## config.mk

```make
export PLATFORM = sky130hd
export DESIGN_NAME = micro_sequencer_flat
export DESIGN_NICKNAME = d
export VERILOG_FILES = /design/src/rtl/micro_pkg.sv /design/src/rtl/micro_sequencer_if.sv /design/src/rtl/micro_sequencer.sv /design/src/flat_wrapper.sv
export SDC_FILE = /design/constraint.sdc
export NUM_CORES = 1
export LEC_CHECK = 0
export ABC_AREA = 1
export BUFFER_PORTS_ARGS = -buffer_cell sky130_fd_sc_hd__buf_2
export CAP_MARGIN = 20
export CORE_MARGIN = 1.5
export CORE_UTILIZATION = 48
export CTS_BUF_LIST = sky130_fd_sc_hd__clkbuf_4
export DETAILED_ROUTE_END_ITERATION = 8
export PLACE_DENSITY = 0.93
export SLEW_MARGIN = 20
export SYNTH_ARGS = -nofsm -noshare
export SYNTH_HDL_FRONTEND = slang
export SYNTH_SLANG_ARGS = --single-unit
```

## constraint.sdc

```tcl
create_clock -name CLK -period 1.8 [get_ports CLK]
set_clock_uncertainty 0.15 [all_clocks]
set_input_delay 0.09 -clock CLK [delete_from_list [all_inputs] [get_ports CLK]]
set_output_delay 0.09 -clock CLK [all_outputs]
set_load 0.02 [all_outputs]
```

## src/rtl/micro_pkg.sv

```systemverilog
// Shared definitions for the microprogram sequencer: FSM encoding and
// control-word field positions.
package micro_pkg;

  typedef enum logic [2:0] {
    StIdle  = 3'd0,
    StFetch = 3'd1,
    StExec  = 3'd2,
    StWait  = 3'd3,
    StHalt  = 3'd4
  } state_e;

  localparam int unsigned NEXT_LSB = 0;
  localparam int unsigned NEXT_MSB = 7;
  localparam int unsigned ZEN_BIT  = 8;
  localparam int unsigned EN_BIT   = 9;
  localparam int unsigned ZLD_BIT  = 10;
  localparam int unsigned MEM_BIT  = 11;
  localparam int unsigned HALT_BIT = 12;
  localparam int unsigned CTRL_LSB = 13;

  localparam logic [7:0] DEFAULT_RESET_ADDR = 8'h00;

endpackage

```

## src/rtl/micro_sequencer_if.sv

```systemverilog
// Signal bundle between the sequencer and the rest of the control unit
// (control store, address decoder, memory and ALU).
interface micro_sequencer_if #(
  parameter int unsigned CW_WIDTH   = 32,
  parameter int unsigned ADDR_WIDTH = 8
);

  logic                   START;
  logic [ADDR_WIDTH-1:0]  FinAdd;
  logic [CW_WIDTH-1:0]    RomData;
  logic                   MEMRDY;
  logic                   ALUZ;
  logic [ADDR_WIDTH-1:0]  RomAdd;
  logic [ADDR_WIDTH-1:0]  MicroAdd;
  logic                   ZEN;
  logic                   EN;
  logic                   Z;
  logic [CW_WIDTH-14:0]   CTRL;
  logic                   MEMREQ;
  logic                   STEP;
  logic                   HALTED;

  // Sequencer side.
  modport slave (
    input  START, FinAdd, RomData, MEMRDY, ALUZ,
    output RomAdd, MicroAdd, ZEN, EN, Z, CTRL, MEMREQ, STEP, HALTED
  );

  // Control-unit side.
  modport master (
    output START, FinAdd, RomData, MEMRDY, ALUZ,
    input  RomAdd, MicroAdd, ZEN, EN, Z, CTRL, MEMREQ, STEP, HALTED
  );

endinterface

```

## src/rtl/micro_sequencer.sv

```systemverilog
// Microprogram sequencer: MPC, control-word register, Z flag and memory-wait
// handshake. The external address decoder closes the loop via FinAdd.
module micro_sequencer
  import micro_pkg::*;
#(
  parameter int unsigned          CW_WIDTH   = 32,
  parameter int unsigned          ADDR_WIDTH = 8,
  parameter logic [ADDR_WIDTH-1:0] RESET_ADDR = ADDR_WIDTH'(DEFAULT_RESET_ADDR)
) (
  input logic               CLK,
  input logic               RSTN,
  micro_sequencer_if.slave  bus
);

  state_e                state_q;
  logic [ADDR_WIDTH-1:0] mpc_q;
  logic [CW_WIDTH-1:0]   cw_q;
  logic                  z_q;

  logic mem_pending;
  logic retire;
  logic active;

  assign mem_pending = cw_q[MEM_BIT] & ~bus.MEMRDY;
  assign active      = (state_q == StExec) || (state_q == StWait);

  always_comb begin
    retire = 1'b0;
    case (state_q)
      StExec:  retire = ~cw_q[HALT_BIT] & ~mem_pending;
      StWait:  retire = bus.MEMRDY;
      default: retire = 1'b0;
    endcase
  end

  always_ff @(posedge CLK or negedge RSTN) begin
    if (!RSTN) begin
      state_q <= StIdle;
      mpc_q   <= RESET_ADDR;
      cw_q    <= '0;
      z_q     <= 1'b0;
    end else begin
      case (state_q)
        StIdle:  if (bus.START) state_q <= StFetch;
        StFetch: begin
          cw_q    <= bus.RomData;
          state_q <= StExec;
        end
        StExec: begin
          if (cw_q[HALT_BIT])   state_q <= StHalt;
          else if (mem_pending) state_q <= StWait;
          else                  state_q <= StFetch;
        end
        StWait:  if (bus.MEMRDY) state_q <= StFetch;
        StHalt:  state_q <= StHalt;
        default: state_q <= StIdle;
      endcase

      // Z only changes on a retiring edge, so the decoder sees the pre-instruction value.
      if (retire) begin
        mpc_q <= bus.FinAdd;
        if (cw_q[ZLD_BIT]) z_q <= bus.ALUZ;
      end
    end
  end

  // STEP and MEMREQ follow MEMRDY within the cycle so a same-cycle MEMRDY skips WAIT.
  assign bus.RomAdd   = mpc_q;
  assign bus.MicroAdd = ADDR_WIDTH'(cw_q[NEXT_MSB:NEXT_LSB]);
  assign bus.ZEN      = cw_q[ZEN_BIT];
  assign bus.EN       = cw_q[EN_BIT];
  assign bus.Z        = z_q;
  assign bus.CTRL     = active ? cw_q[CW_WIDTH-1:CTRL_LSB] : '0;
  assign bus.MEMREQ   = (state_q == StWait) ||
                        ((state_q == StExec) && !cw_q[HALT_BIT] && mem_pending);
  assign bus.STEP     = retire;
  assign bus.HALTED   = (state_q == StHalt);

endmodule

```

## src/flat_wrapper.sv

```systemverilog
// flat-port wrapper written by rule: the top's interface ports become plain ports
module micro_sequencer_flat import micro_pkg::*;
#(
  parameter int unsigned          CW_WIDTH   = 32,
  parameter int unsigned          ADDR_WIDTH = 8,
  parameter logic [ADDR_WIDTH-1:0] RESET_ADDR = ADDR_WIDTH'(DEFAULT_RESET_ADDR)
)
  (CLK, RSTN, bus_START, bus_FinAdd, bus_RomData, bus_MEMRDY, bus_ALUZ, bus_RomAdd, bus_MicroAdd, bus_ZEN, bus_EN, bus_Z, bus_CTRL, bus_MEMREQ, bus_STEP, bus_HALTED);
  micro_sequencer_if #(.CW_WIDTH(CW_WIDTH), .ADDR_WIDTH(ADDR_WIDTH)) bus_i ();
  input logic CLK;
  input logic RSTN;
  input wire logic [$bits(bus_i.START)-1:0] bus_START;
  input wire logic [$bits(bus_i.FinAdd)-1:0] bus_FinAdd;
  input wire logic [$bits(bus_i.RomData)-1:0] bus_RomData;
  input wire logic [$bits(bus_i.MEMRDY)-1:0] bus_MEMRDY;
  input wire logic [$bits(bus_i.ALUZ)-1:0] bus_ALUZ;
  output wire logic [$bits(bus_i.RomAdd)-1:0] bus_RomAdd;
  output wire logic [$bits(bus_i.MicroAdd)-1:0] bus_MicroAdd;
  output wire logic [$bits(bus_i.ZEN)-1:0] bus_ZEN;
  output wire logic [$bits(bus_i.EN)-1:0] bus_EN;
  output wire logic [$bits(bus_i.Z)-1:0] bus_Z;
  output wire logic [$bits(bus_i.CTRL)-1:0] bus_CTRL;
  output wire logic [$bits(bus_i.MEMREQ)-1:0] bus_MEMREQ;
  output wire logic [$bits(bus_i.STEP)-1:0] bus_STEP;
  output wire logic [$bits(bus_i.HALTED)-1:0] bus_HALTED;
  assign bus_i.START = bus_START;
  assign bus_i.FinAdd = bus_FinAdd;
  assign bus_i.RomData = bus_RomData;
  assign bus_i.MEMRDY = bus_MEMRDY;
  assign bus_i.ALUZ = bus_ALUZ;
  assign bus_RomAdd = bus_i.RomAdd;
  assign bus_MicroAdd = bus_i.MicroAdd;
  assign bus_ZEN = bus_i.ZEN;
  assign bus_EN = bus_i.EN;
  assign bus_Z = bus_i.Z;
  assign bus_CTRL = bus_i.CTRL;
  assign bus_MEMREQ = bus_i.MEMREQ;
  assign bus_STEP = bus_i.STEP;
  assign bus_HALTED = bus_i.HALTED;
  micro_sequencer #(.CW_WIDTH(CW_WIDTH), .ADDR_WIDTH(ADDR_WIDTH), .RESET_ADDR(RESET_ADDR)) u_core (.CLK(CLK), .RSTN(RSTN), .bus(bus_i));
endmodule
```

-- Yosys cells after proc, flatten, opt, wreduce, memory -nomap -nowiden
Cells that the tools add are included.
- flip-flop bits (word level): 44
- logic and storage cells: 30
- input bits: 45
- output and inout bits: 41
- eq/ne operators: 6
- reductions and logical operators: 8
- mux-type cells: 7
- bitwise operators: 5
- operators with widths (kind ; number):
    two-way mux 19 bit ; 1
    one-hot mux 3 bit (5 select lines) ; 1
    two-way mux 3 bit ; 3
    equality test 3 x 2 -> 1 bit (second input constant) ; 2
    != test 2 bit (second input constant) ; 2
    AND reduction 2 bit ; 2
    equality test 3 x 1 -> 1 bit (second input constant) ; 1
    equality test 3 bit (second input constant) ; 1
    logical NOT 3 bit ; 1
    inverter 1 bit ; 3
    AND 1 bit ; 2
    logical AND 1 bit ; 2
    logical OR 1 bit ; 2
    two-way mux 2 bit ; 1
    one-hot mux 1 bit (2 select lines) ; 1
    logical NOT 1 bit ; 1

-- Depth between registers and ports, before layout
- depth after elaboration: 6
- gate-level depth with buffers: 8
- gate-level depth less buffers: 8

-- Worst setup path after synthesis
No wires, ideal clock.
- path kind: reg-to-output
- start: register u_core.state_q[2]
- end: output port bus_CTRL[10]
- arrival time: 1.183 ns
- required time: 1.560 ns
- stages on the path, launching flop included: 5
- slack: 0.377 ns
- buffers on the path: 1
- cell sequence: dfrtp_1 -> inv_2 -> nand2_1 -> clkbuf_1 -> nor2_1
- longest elaborated chain between the ends: 3
- elaborated cells on any way between the ends: 4
- classes of those cells: eq/ne: 2; mux: 1; reduce/logical: 1
- RTL lines (what ; line ; RTL):
    from (decl) ; micro_sequencer.sv:15 ; state_e state_q;
    from (signal assigned) ; micro_sequencer.sv:38 ; state_q <= StIdle;
    from (signal assigned) ; micro_sequencer.sv:44 ; StIdle: if (bus.START) state_q <= StFetch;
    from (signal assigned) ; micro_sequencer.sv:47 ; state_q <= StExec;
    equality test 3 x 2 -> 1 bit ; micro_sequencer.sv:25 ; assign active = (state_q == StExec) || (state_q == StWait);
    logical OR 1 bit (*) ; micro_sequencer.sv:25 ;
    two-way mux 19 bit (*) ; micro_sequencer.sv:73 ; assign bus.CTRL = active ? cw_q[CW_WIDTH-1:CTRL_LSB] : '0;
    to (decl) ; flat_wrapper.sv:22 ; output wire logic [$bits(bus_i.CTRL)-1:0] bus_CTRL;
Every way passes the cells marked *; elsewhere a longest branch is shown, timed or not.

-- Worst setup path after layout
- start: register u_core.state_q[2]
- end: output port bus_MEMREQ
- longest elaborated chain between the ends: 4
- elaborated cells on any way between the ends: 5
- classes of those cells: eq/ne: 2; reduce/logical: 3
- RTL lines (what ; line ; RTL):
    equality test 3 x 2 -> 1 bit ; micro_sequencer.sv:75 ; ((state_q == StExec) && !cw_q[HALT_BIT] && mem_pending);
    logical AND 1 bit (2 in a row) ; micro_sequencer.sv:75 ;
    logical OR 1 bit (*) ; micro_sequencer.sv:74 ; assign bus.MEMREQ = (state_q == StWait) ||
    to (decl) ; flat_wrapper.sv:23 ; output wire logic [$bits(bus_i.MEMREQ)-1:0] bus_MEMREQ;
Marked as above.

==> flow_metrics.tcl <==
set metrics [dict create \
    drt_first_iter_violations 111 \
    cts_root_buffer "clkbuf_4" \
    clk_latency_ns 0.37 \
    cts_tree "done" \
    overflow 0 \
    r2r_setup_slack_ns 0.33 \
    postRouteAntennaNets 0 \
    nNetsFinal 407 \
    grt_pass1_wl_mm 8.31 \
    gp_congestion 0.850 \
    tightest_slew_ns 0.485 \
    dieArea_sq_mm 0.00440 \
    clockBufferDepth 2 \
    cts_max_level 2 \
    crit_required_ns 1.56 \
    final_util_pct 78.1 \
    coreArea_sq_mm 0.00374 \
    status "completed" \
    fin_crit_sh_pct 96.5 \
    routedWlPerCell_microns 12.9 \
    reg2regPathDepth 9 \
    hold_class "in -> async" \
    use_met1_pct 27.3 \
    post-place-ws_ns 0.259 \
    syn_to_final_growth_pct 52.0 \
    syn_area_per_cell_sq_um 8.25 \
    setup-violations-final 0 \
    antenna_found_initial 0 \
    r2r_start "u_core.state_q[2]" \
    final-hold-violation-count 0 \
    num_rows 22 \
    crit_arrival_ns 1.50 \
    drc 0 \
    cp-end-kind "output pin" \
    drv_slew 0 \
    dr.pass1.iters 4 \
    maxCapViolCount 0 \
    vias 1961 \
    yosys_register_bits 44 \
    max-vdd-ir-drop_mv 0.880 \
    design_area_sq_mm 0.00292 \
    totalWireLength_mm 5.31 \
    max_slew_margin_pct 67.7 \
    die_h_microns 66.3 \
    synthCells 233 \
    rr_endpoint "u_core.bus.Z" \
    post_dp_cell_area_sq_mm 0.00235 \
    setup_slack_ns 0.0628 \
    grt_pass1_vias 1966 \
    netlist_area_sq_mm 0.00192 \
    grt_max_degree 33 \
    die_x_microns 66.3 \
    cp-start-kind "register" \
    use_met3_pct 6.13 \
    fmax_mhz 576 \
    critical_path_class "reg -> out" \
    grtUsageTotal_pct 25.7 \
    gr-max-usage-layer "met2" \
    ys_warn_count 0 \
    p_per_area_mw_per_mm2 1690 \
    seq_area_frac_synth_pct 57.3 \
    dpl.hpwl_mm 3.10 \
    cts_sinks 44 \
    clkSlewWorstSetupHoldPaths_ns 0.13 \
    drive_above_1_share_pct 31.1 \
    numCtsBuffers 5 \
    initial_core_util_pct 51.4 \
    layout_min_cycle_time_ns 1.74 \
    p_leak_nw 1.68 \
    synthesis.nets 278 \
    met2_usage_pct 48.1 \
    io_pins 86 \
    path_max_fanout 5 \
    port_buffers 85 \
    via_per_inst 4.77 \
    diodes 0 \
    synth.distinct_cells 16 \
]
[area by class of cell]
type                       instances  area [sq um]
clock buffer                       6          45.0
clock inverter                     2          35.0
fill                             266           821
inverter                          25          96.3
multi-input combinational        147           643
sequential                        44          1100
tap                               48          60.1
timing repair buffer             139           941
[metal layers]
metal	routed length [microns]	up-vias	part of all wire (%)
met5	0	-	0
met4	116	0	2.2
met3	291	15	5.5
met2	2860	77	54
met1	2040	897	38
li1	-	972	-
[report_power, final]
group	internal [mW]	switching (mW)
clock	0.306	0.313
sequential	1.47	0.248
combinational	0.902	1.69
[layout by cell type (no fill, tap or decap), types with 2 or more instances in the layout]
| cell type | n |
|---|---|
| dlygate4sd3_1 | 44 |
| nand3_1 | 24 |
| nand2_4 | 2 |
| a21oi_1 | 21 |
| nor2_1 | 44 |
| inv_1 | 23 |
| nand2_1 | 49 |
| buf_2 | 85 |
| dfrtp_1 | 43 |
| nand2_2 | 2 |
| clkbuf_4 | 6 |
| buf_4 | 10 |
| nor2_2 | 2 |
[sequential cells by signal, summed over array words and instances (netlist names)]
signal / cells
u_core.bus.Z: 1
u_core.cw_q: 32
u_core.state_q: 3
u_core.bus.RomAdd: 8
[cells in the mapped netlist, drive strengths merged]
master / instances / share of area [%]
a21oi: 21 / 5.5
buf: 14 / 4.7
clkbuf: 3 / 0.59
dfrtp: 44 / 57
inv: 25 / 4.9
nand2: 53 / 11
nand3: 25 / 6.8
nor2: 46 / 9.1
o21ai: 1 / 0.26
o22ai: 1 / 0.33
[cell families after synthesis]
group / synth area share [%]
AO/OA/AOI/OAI: 6.05
flip-flops: 57.3
buffers and inverters: 10.2
AND/OR/NAND/NOR: 26.5
[worst max-delay path: stages (launching register included)]
cell     delay, ns
dfrtp_1       0.44
inv_4         0.09
nand3_1       0.11
nor2_2        0.13
nand3_1       0.11
nand2_1       0.09
buf_2         0.16
[per-stage QoR]
step	std cells	hold slack (ns)	total power, mW	setup TNS, ns
after CTS	408	0.0665	4.86	0
final	411	0.0535	4.93	0
after floorplan	233	-0.356	3.47	0
after global routing	411	0.0907	5.31	-0.0318
after detailed placement	355	-0.0745	4.14	0
after global placement	355	-0.0755	4.04	0
[repair_timing]
item | CTS | global route
setup endpoints to repair | 1 | 20
hold buffers | 44 | 0
buffers inserted | 1 | 3
resized for setup | 3 | 3
endpoints found under the hold margin | 70 | 0
pin swaps | 1 | 0
[worst max-delay path by stage]
stage	slack, ns	end	startpoint
2_1_floorplan	0.38	bus_CTRL[10]	u_core.state_q[2]
3_3_place_gp	0.31	bus_STEP	u_core.state_q[2]
3_5_place_dp	0.26	bus_STEP	u_core.state_q[2]
4_1_cts	0.02	bus_STEP	u_core.state_q[2]
5_1_grt	-0.03	bus_MEMREQ	u_core.state_q[0]
6_report	0.06	bus_MEMREQ	u_core.state_q[2]
Power figures use the tool's default switching activity.
